$ cat config.mk
export PLATFORM = sky130hd
export DESIGN_NAME = hamming_dec_arbiter
export DESIGN_NICKNAME = d
export VERILOG_FILES = /design/src/rtl/hamming_pkg.sv /design/src/rtl/decod.sv /design/src/rtl/hamming_dec_arbiter.sv
export SDC_FILE = /design/constraint.sdc
export NUM_CORES = 1
export LEC_CHECK = 0
export CORE_MARGIN = 3
export CORE_UTILIZATION = 51
export CTS_CLUSTER_DIAMETER = 80
export DETAILED_ROUTE_END_ITERATION = 10
export PLACE_DENSITY = 0.84
export SLEW_MARGIN = 30
export SYNTH_ARGS = -nofsm -noshare
export SYNTH_HDL_FRONTEND = slang
export SYNTH_SLANG_ARGS = --single-unit
$ cat constraint.sdc
create_clock -name clk -period 4.2 [get_ports clk]
set_input_delay 0.63 -clock clk [delete_from_list [all_inputs] [get_ports clk]]
set_output_delay 0.63 -clock clk [all_outputs]
set_load 0.01 [all_outputs]
$ cat src/rtl/hamming_pkg.sv
// hamming_pkg: shared widths, requester IDs and Hamming(7,4) syndrome helpers
package hamming_pkg;
  localparam int CW_W = 7;
  localparam int DATA_W = 4;
  localparam int SYN_W = 3;
  localparam logic REQ0 = 1'b0;
  localparam logic REQ1 = 1'b1;
  // syndrome produced by a single error in each bit position, bit 6 first
  localparam logic [CW_W-1:0][SYN_W-1:0] H_COL = {3'b100, 3'b010, 3'b001, 3'b110, 3'b011, 3'b111, 3'b101};
  function automatic logic [SYN_W-1:0] syndrome(input logic [CW_W-1:0] c);
    return {c[6] ^ c[3] ^ c[1] ^ c[0], c[5] ^ c[3] ^ c[2] ^ c[1], c[4] ^ c[2] ^ c[1] ^ c[0]};
  endfunction
endpackage

$ cat src/rtl/decod.sv
// decod: single-error-correcting Hamming(7,4) decoder returning the corrected payload
module decod
  import hamming_pkg::*;
(
  input  logic [CW_W-1:0]   code,
  output logic [DATA_W-1:0] data
);
  logic [SYN_W-1:0] s;
  logic [DATA_W-1:0] flip;
  always_comb begin
    s = syndrome(code);
    for (int i = 0; i < DATA_W; i++) flip[i] = (s == H_COL[i]);
    data = code[DATA_W-1:0] ^ flip;
  end
endmodule

$ cat src/rtl/hamming_dec_arbiter.sv
// hamming_dec_arbiter: round-robin front end sharing one Hamming(7,4) decoder between two requesters
module hamming_dec_arbiter
  import hamming_pkg::*;
#(
  parameter int CNT_W = 16
) (
  input  logic              clk,
  input  logic              rst,
  input  logic              req0_valid,
  input  logic [CW_W-1:0]   req0_data,
  output logic              req0_ready,
  input  logic              req1_valid,
  input  logic [CW_W-1:0]   req1_data,
  output logic              req1_ready,
  output logic              out_valid,
  input  logic              out_ready,
  output logic [DATA_W-1:0] out_data,
  output logic              out_id,
  output logic              out_corrected,
  output logic [CNT_W-1:0]  err_count,
  input  logic              err_count_clr
);
  logic last_grant, gnt, slot_free, acc;
  logic [CW_W-1:0] cw;
  logic [SYN_W-1:0] syn;
  logic [DATA_W-1:0] fixed;
  always_comb begin
    gnt = (req0_valid & req1_valid) ? ~last_grant : req1_valid;
    slot_free = ~out_valid | out_ready;
    // ready is held low during reset so nothing appears accepted while rst is high
    req0_ready = ~rst & slot_free & req0_valid & (gnt == REQ0);
    req1_ready = ~rst & slot_free & req1_valid & (gnt == REQ1);
    acc = req0_ready | req1_ready;
    cw = (gnt == REQ1) ? req1_data : req0_data;
    syn = syndrome(cw);
  end
  decod u_decod (.code(cw), .data(fixed));
  always_ff @(posedge clk) begin
    if (rst) begin
      out_valid <= 1'b0;
      out_data <= '0;
      out_id <= REQ0;
      out_corrected <= 1'b0;
      err_count <= '0;
      last_grant <= REQ1;
    end else begin
      if (acc) begin
        out_valid <= 1'b1;
        out_data <= fixed;
        out_id <= gnt;
        out_corrected <= |syn;
        last_grant <= gnt;
      end else if (out_ready) begin
        out_valid <= 1'b0;
      end
      err_count <= err_count_clr ? '0 : (acc & |syn & ~&err_count) ? err_count + CNT_W'(1) : err_count;
    end
  end
endmodule

# Word level (Yosys, flattened, before mapping)
# Cells that the tools add are included.
# Widths: inputs -> output; s select.
# word_totals
regBits	24
latchBits	0
ram_bits	0
rom_bits	0
output_inout_bits	25
elab_cells	44
n_memories	0
# classes
n_addsub	1
n_mul	0
div_mod_pow	0
n_lt_le_gt_ge	0
n_eq_ne	4
shifts	0
n_mux	4
bitwise_logic	24
reduce_logical	5
# op_table
operator	n
$add 16x1->16 const B	1
$reduce_and 16->1	1
$eq 3x3->1 const B	3
$xor 1x1->1	9
$and 1x1->1	8
$mux 7	1
$not 1->1	4
$xor 4x4->4	1
$eq 3x2->1 const B	1
$mux 1	3
$reduce_or 3->1	1
$or 1x1->1	2
$reduce_bool 2->1	1
$reduce_or 2->1	1
$logic_not 1->1	1

# Longest topological paths before layout
# logic_depth
word_depth	9
mapped_depth	9
depth_no_buf	6

# Modules after synthesis
# A second synthesis with hierarchy kept.
# unflattened
cells_unflattened	238
hier_area_um2	1846.8
# by_module_without_submodules
mod	n_inst	cells_per_inst	area_each_um2	seq_area_each_um2
hamming_dec_arbiter	1	196	1544.0	480.5
decod	1	42	302.8	0.0

# Worst setup path before layout
# Ideal clock, no wire load.
# synth_path
path_kind	input-to-reg
start	input port req0_data[0]
end	register err_count[10]
arrival_ns	2.439
required_ns	4.130
path_slack_ns	1.690
path_stages	8
cell_sequence	buf_2 xor2_1 xnor2_2 nor2_2 a221o_1 buf_6 or4_1 a21oi_1
# synth_between
elab_chain_cells	5
elab_cells_between_ends	6
# synth_rtl
element	line	rtl
start, declared	hamming_dec_arbiter.sv:10	input logic [CW_W-1:0] req0_data,
$mux 7 (*)	hamming_dec_arbiter.sv:34	cw = (gnt == REQ1) ? req1_data : req0_data;
$xor 1x1->1	hamming_pkg.sv:11	return {c[6] ^ c[3] ^ c[1] ^ c[0], c[5] ^ c[3] ^ c[2] ^ c[1], c[4] ^ c[2] ^ c[1] ^ c[0]};
$reduce_or 3->1 (*)	hamming_dec_arbiter.sv:56	err_count <= err_count_clr ? '0 : (acc & |syn & ~&err_count) ? err_count + CNT_W'(1) : err_count;
$and 1x1->1 (*) (2 in series)	hamming_dec_arbiter.sv:56	
end signal, assigned	hamming_dec_arbiter.sv:56	
end, declared	hamming_dec_arbiter.sv:20	output logic [CNT_W-1:0] err_count,
# Mark *: on every way between the ends. The rest lies on a longest branch, timed or not.
# A chain may end at the register's enable or synchronous reset.

# Worst setup path in the final report
# layout_path
start	input port rst
end	output port req1_ready
# layout_between
elab_chain_cells	4
# layout_rtl
element	line	rtl
start, declared	hamming_dec_arbiter.sv:8	input logic rst,
$not 1->1	hamming_dec_arbiter.sv:32	req1_ready = ~rst & slot_free & req1_valid & (gnt == REQ1);
$and 1x1->1 (3 in series)	hamming_dec_arbiter.sv:32	
end, declared	hamming_dec_arbiter.sv:14	output logic req1_ready,
# No other way between the ends.

==> results by group <==
Route
  • DR DRC count: 0
  • Via count: approximately 1700
  • DR iter-0 viols: 114
  • Wire length per cell: 15.1 um
  • WL final: roughly 4300 um
  • First-pass DRT Iterations: 4
  • Number of vias per cell: between 5 and 6
  • ANT nets after route: 0

Worst setup path
  • CP max-delay cell: clkdlybuf4s50_1
  • Critical path's largest stage delay: roughly 0.60 ns
  • Critical path class: input port to primary output
  • Critical Path Source Type: input port
  • Worst-path cell chain: clkdlybuf4s50_1 -> inv_2 -> and2_1 -> o21ai_0 -> nor2_1 -> clkdlybuf4s50_1
  • CP Capture Type: primary output
  • Crit Path Max Fanout: 9
  • WP data required: approximately 3.6 ns
  • Worst endpoint data arrival time: 2.54 ns
  • WP buf/inv: 3
  • Top delay family on crit path: buffers and inverters
  • Cell mode on critical path: clkdlybuf4s50_1

Logic synthesis
  • Synth Area in Compound Gates: 0.240
  • EDFF count, synth: 0
  • Synth Net Count: around 230
  • XOR/XNOR Fraction of Synth Area: 0.123
  • Avg Inst Size Synth: between 7 and 8 um2
  • Ys Warns: 0
  • Largest family of logic cells by synthesized area: simple AND/OR/NAND/NOR gates
  • Seq/Total Area, Yosys: 0.298
  • Multiplexer share of the synthesized area: 0.0186
  • Post-Synth Adder-Cell Area: 0.00776
  • Cell area after synthesis: approximately 0.0016 mm2
  • Netlist cell types: 43
  • Cells after synthesis: approximately 210
  • FFs w/ async S/R, synth: 0
  • Main synth FF type: dfxtp_1
  • Yosys reg bits: 24
  • Simple-gate area share of the yosys netlist: 0.276

Layout
  • Area Growth Syn to Fin: 30.7%
  • Share of cells above drive strength 1: 0.0496
  • Ant. Diodes: 0
  • Final #Nets: around 260

Timing
  • RSZ-0062 raised after global routing: no
  • F_max: 315 MHz
  • Minimum clock period: ~3.2 ns
  • Worst-Margin Slew: 0.752 ns
  • Setup-failing EPs final: 0
  • Slack of the critical path: 1.03 ns
  • Final cycle utilization of the critical path: 0.756
  • Worst Skew: about 0.0063 ns
  • Slew HR: 0.494
  • Setup Total Neg Slack: 0 ns
  • Final hold violations: 0
  • Fin. max-slew vios: 0

Clock tree
  • Clk sinks: 24
  • H-tree Lvls: 1
  • CTS Hold Bufs: 0
  • Skew-Pair Late Insertion Delay: around 0.32 ns
  • TritonCTS clock tree: built
  • CTS clk-pin slew, worst paths: roughly 0.13 ns
  • Cts bufs inserted: 3
  • Post-CTS sizing: 0
  • Post-CTS setup buffers: 0
  • Maximum clock path buffer count: 2
  • Root buf cell: clkbuf_4

Die
  • Initial Util: 0.560
  • Die H: 62.2 um
  • Die W: 62.2 um
  • Core box area: between 0.002 and 0.003 mm2
  • DIE AREA: 0.00387 mm2
  • Std-Cell Rows: 19
  • IO Pins: 45

Power
  • Clk pwr share: 0.295
  • PD cells: 268 mW/mm2
  • Total power: between 500 and 600 uW
  • Switching share of power: 0.286
  • Sequential share of power: 0.427
  • Combinational power share: 0.278
  • LEAKAGE: about 0.7 nW
  • Pint: around 400 uW
  • Sw power: around 160 uW
  • Worst vdd ir: a little over 0.2 mV

Global route
  • First-pass GRT wire length: roughly 7500 um
  • Total grt overflow: 0
  • Largest net degree at the start of global routing: 27
  • Total GRT Usage: 0.229
  • Initial antenna violation count: 0
  • Number of global-route vias before repair: 1633

Placement
  • GP Congestion: between 0.8 and 0.9
  • Buffers on Ports: 44
  • Final HPWL DP: ~3300 um
  • Dpl ws: a little over 0.9 ns

Status
  • Status: completed

Run
  • Max-Cap Viols: 0

Hold path
  • Hold Crit Class: register to register
kinds of logic after synthesis:
kind of cell | count (synthesis)
compound gates | 60
xor+xnor | 20
fa+ha+maj | 1
buf+inv | 13
flops | 24
mux | 3
simple gates | 84
through the flow:
stage	utilization	hold slack, ns	instance area (um2)	cells
after floorplan	-	0.466	1610	205
after global placement	0.714	0.464	2050	280
after detailed placement	0.714	0.464	2050	280
after CTS	0.732	0.492	2110	284
after global routing	0.732	0.529	2110	284
final	0.732	0.489	2110	284
sequential cells by signal (all words and copies together), names as in the netlist:
register	cells
out_data	4
out_id	1
last_grant	1
out_valid	1
err_count	16
out_corrected	1
final timing paths:
path	startpoint	end	slack (ns)	cells after the start
hold / removal	out_corrected$_SDFFE_PP0P_	out_corrected$_SDFFE_PP0P_	0.49	2
setup reg to reg	out_valid$_SDFFE_PP0P_	err_count[4]$_SDFFE_PP0P_	1.78	6
hold reg to reg	out_corrected$_SDFFE_PP0P_	out_corrected$_SDFFE_PP0P_	0.49	2
setup / recovery	rst	req1_ready	1.03	6
power by group through the flow:
stage / Combinational [mW] / Clock (mW) / Sequential, mW
after global placement: 0.148 / 0 / 0.246
after floorplan: 0.0942 / 0 / 0.249
after CTS: 0.157 / 0.170 / 0.241
after detailed placement: 0.156 / 0 / 0.246
final: 0.157 / 0.167 / 0.241
after global routing: 0.173 / 0.180 / 0.242
metal layers:
metal  wire length, um  GRT usage
met2              2080      0.388
met1              1910      0.304
met5                 0          0
met3               284     0.0486
met4                21     0.0387
worst reg2reg max path: cells and delay by family, from the launching register on:
family	cells	cell delay, ns
flip-flops	1	0.34
AO/OA/AOI/OAI	3	1.08
AND/OR/NAND/NOR	3	0.92
placed cells by master, fill, tap and decap left out, types with 2 or more instances in the layout:
cell             instances
a22oi_1                  4
o31ai_1                 12
o21ai_1                  3
and2_1                   6
mux2i_1                  3
xnor2_1                 11
and4_1                   2
a221oi_1                 2
nand4_1                  2
o21ai_0                  6
a21oi_1                 21
nor3_1                   2
a211oi_1                 3
nand3_1                 16
xor2_1                   6
xnor2_2                  2
nor2_1                  11
dfxtp_1                 24
or4_1                   12
clkdlybuf4s50_1         44
or3_1                    2
and3_1                   7
nand2_1                 20
clkbuf_4                 3
Yosys cell counts (2+ instances only):
| master | number | area (um2) |
|---|---|---|
| nor3_1 | 2 | 10.0 |
| o21ai_1 | 3 | 15.0 |
| clkbuf_1 | 6 | 22.5 |
| mux2i_1 | 3 | 30.0 |
| xnor2_1 | 11 | 96.3 |
| o21ai_0 | 6 | 30.0 |
| o31ai_1 | 12 | 90.1 |
| buf_2 | 2 | 10.0 |
| a221oi_1 | 2 | 17.5 |
| nand4_1 | 2 | 12.5 |
| or3_1 | 2 | 12.5 |
| a21oi_1 | 21 | 105 |
| or4_1 | 12 | 90.1 |
| nand3_1 | 16 | 80.1 |
| xor2_1 | 6 | 52.6 |
| and3_1 | 7 | 43.8 |
| a22oi_1 | 4 | 30.0 |
| nand2_1 | 20 | 75.1 |
| a211oi_1 | 3 | 22.5 |
| xnor2_2 | 2 | 32.5 |
| buf_1 | 2 | 7.51 |
| dfxtp_1 | 24 | 480 |
| and2_1 | 6 | 37.5 |
| nor2_1 | 11 | 41.3 |
| and4_1 | 2 | 17.5 |
final cells by class:
| cell class | count | area, um2 |
|---|---|---|
| fillers | 233 | 771 |
| repair buffers | 44 | 440 |
| inverters | 2 | 7.51 |
| well taps | 42 | 52.6 |
| clock buffers | 3 | 22.5 |
| flip-flops and latches | 24 | 480 |
| clock inverters | 1 | 30.0 |
| multi-input cells | 168 | 1070 |
Note: power is estimated with default switching activity, not from simulation.
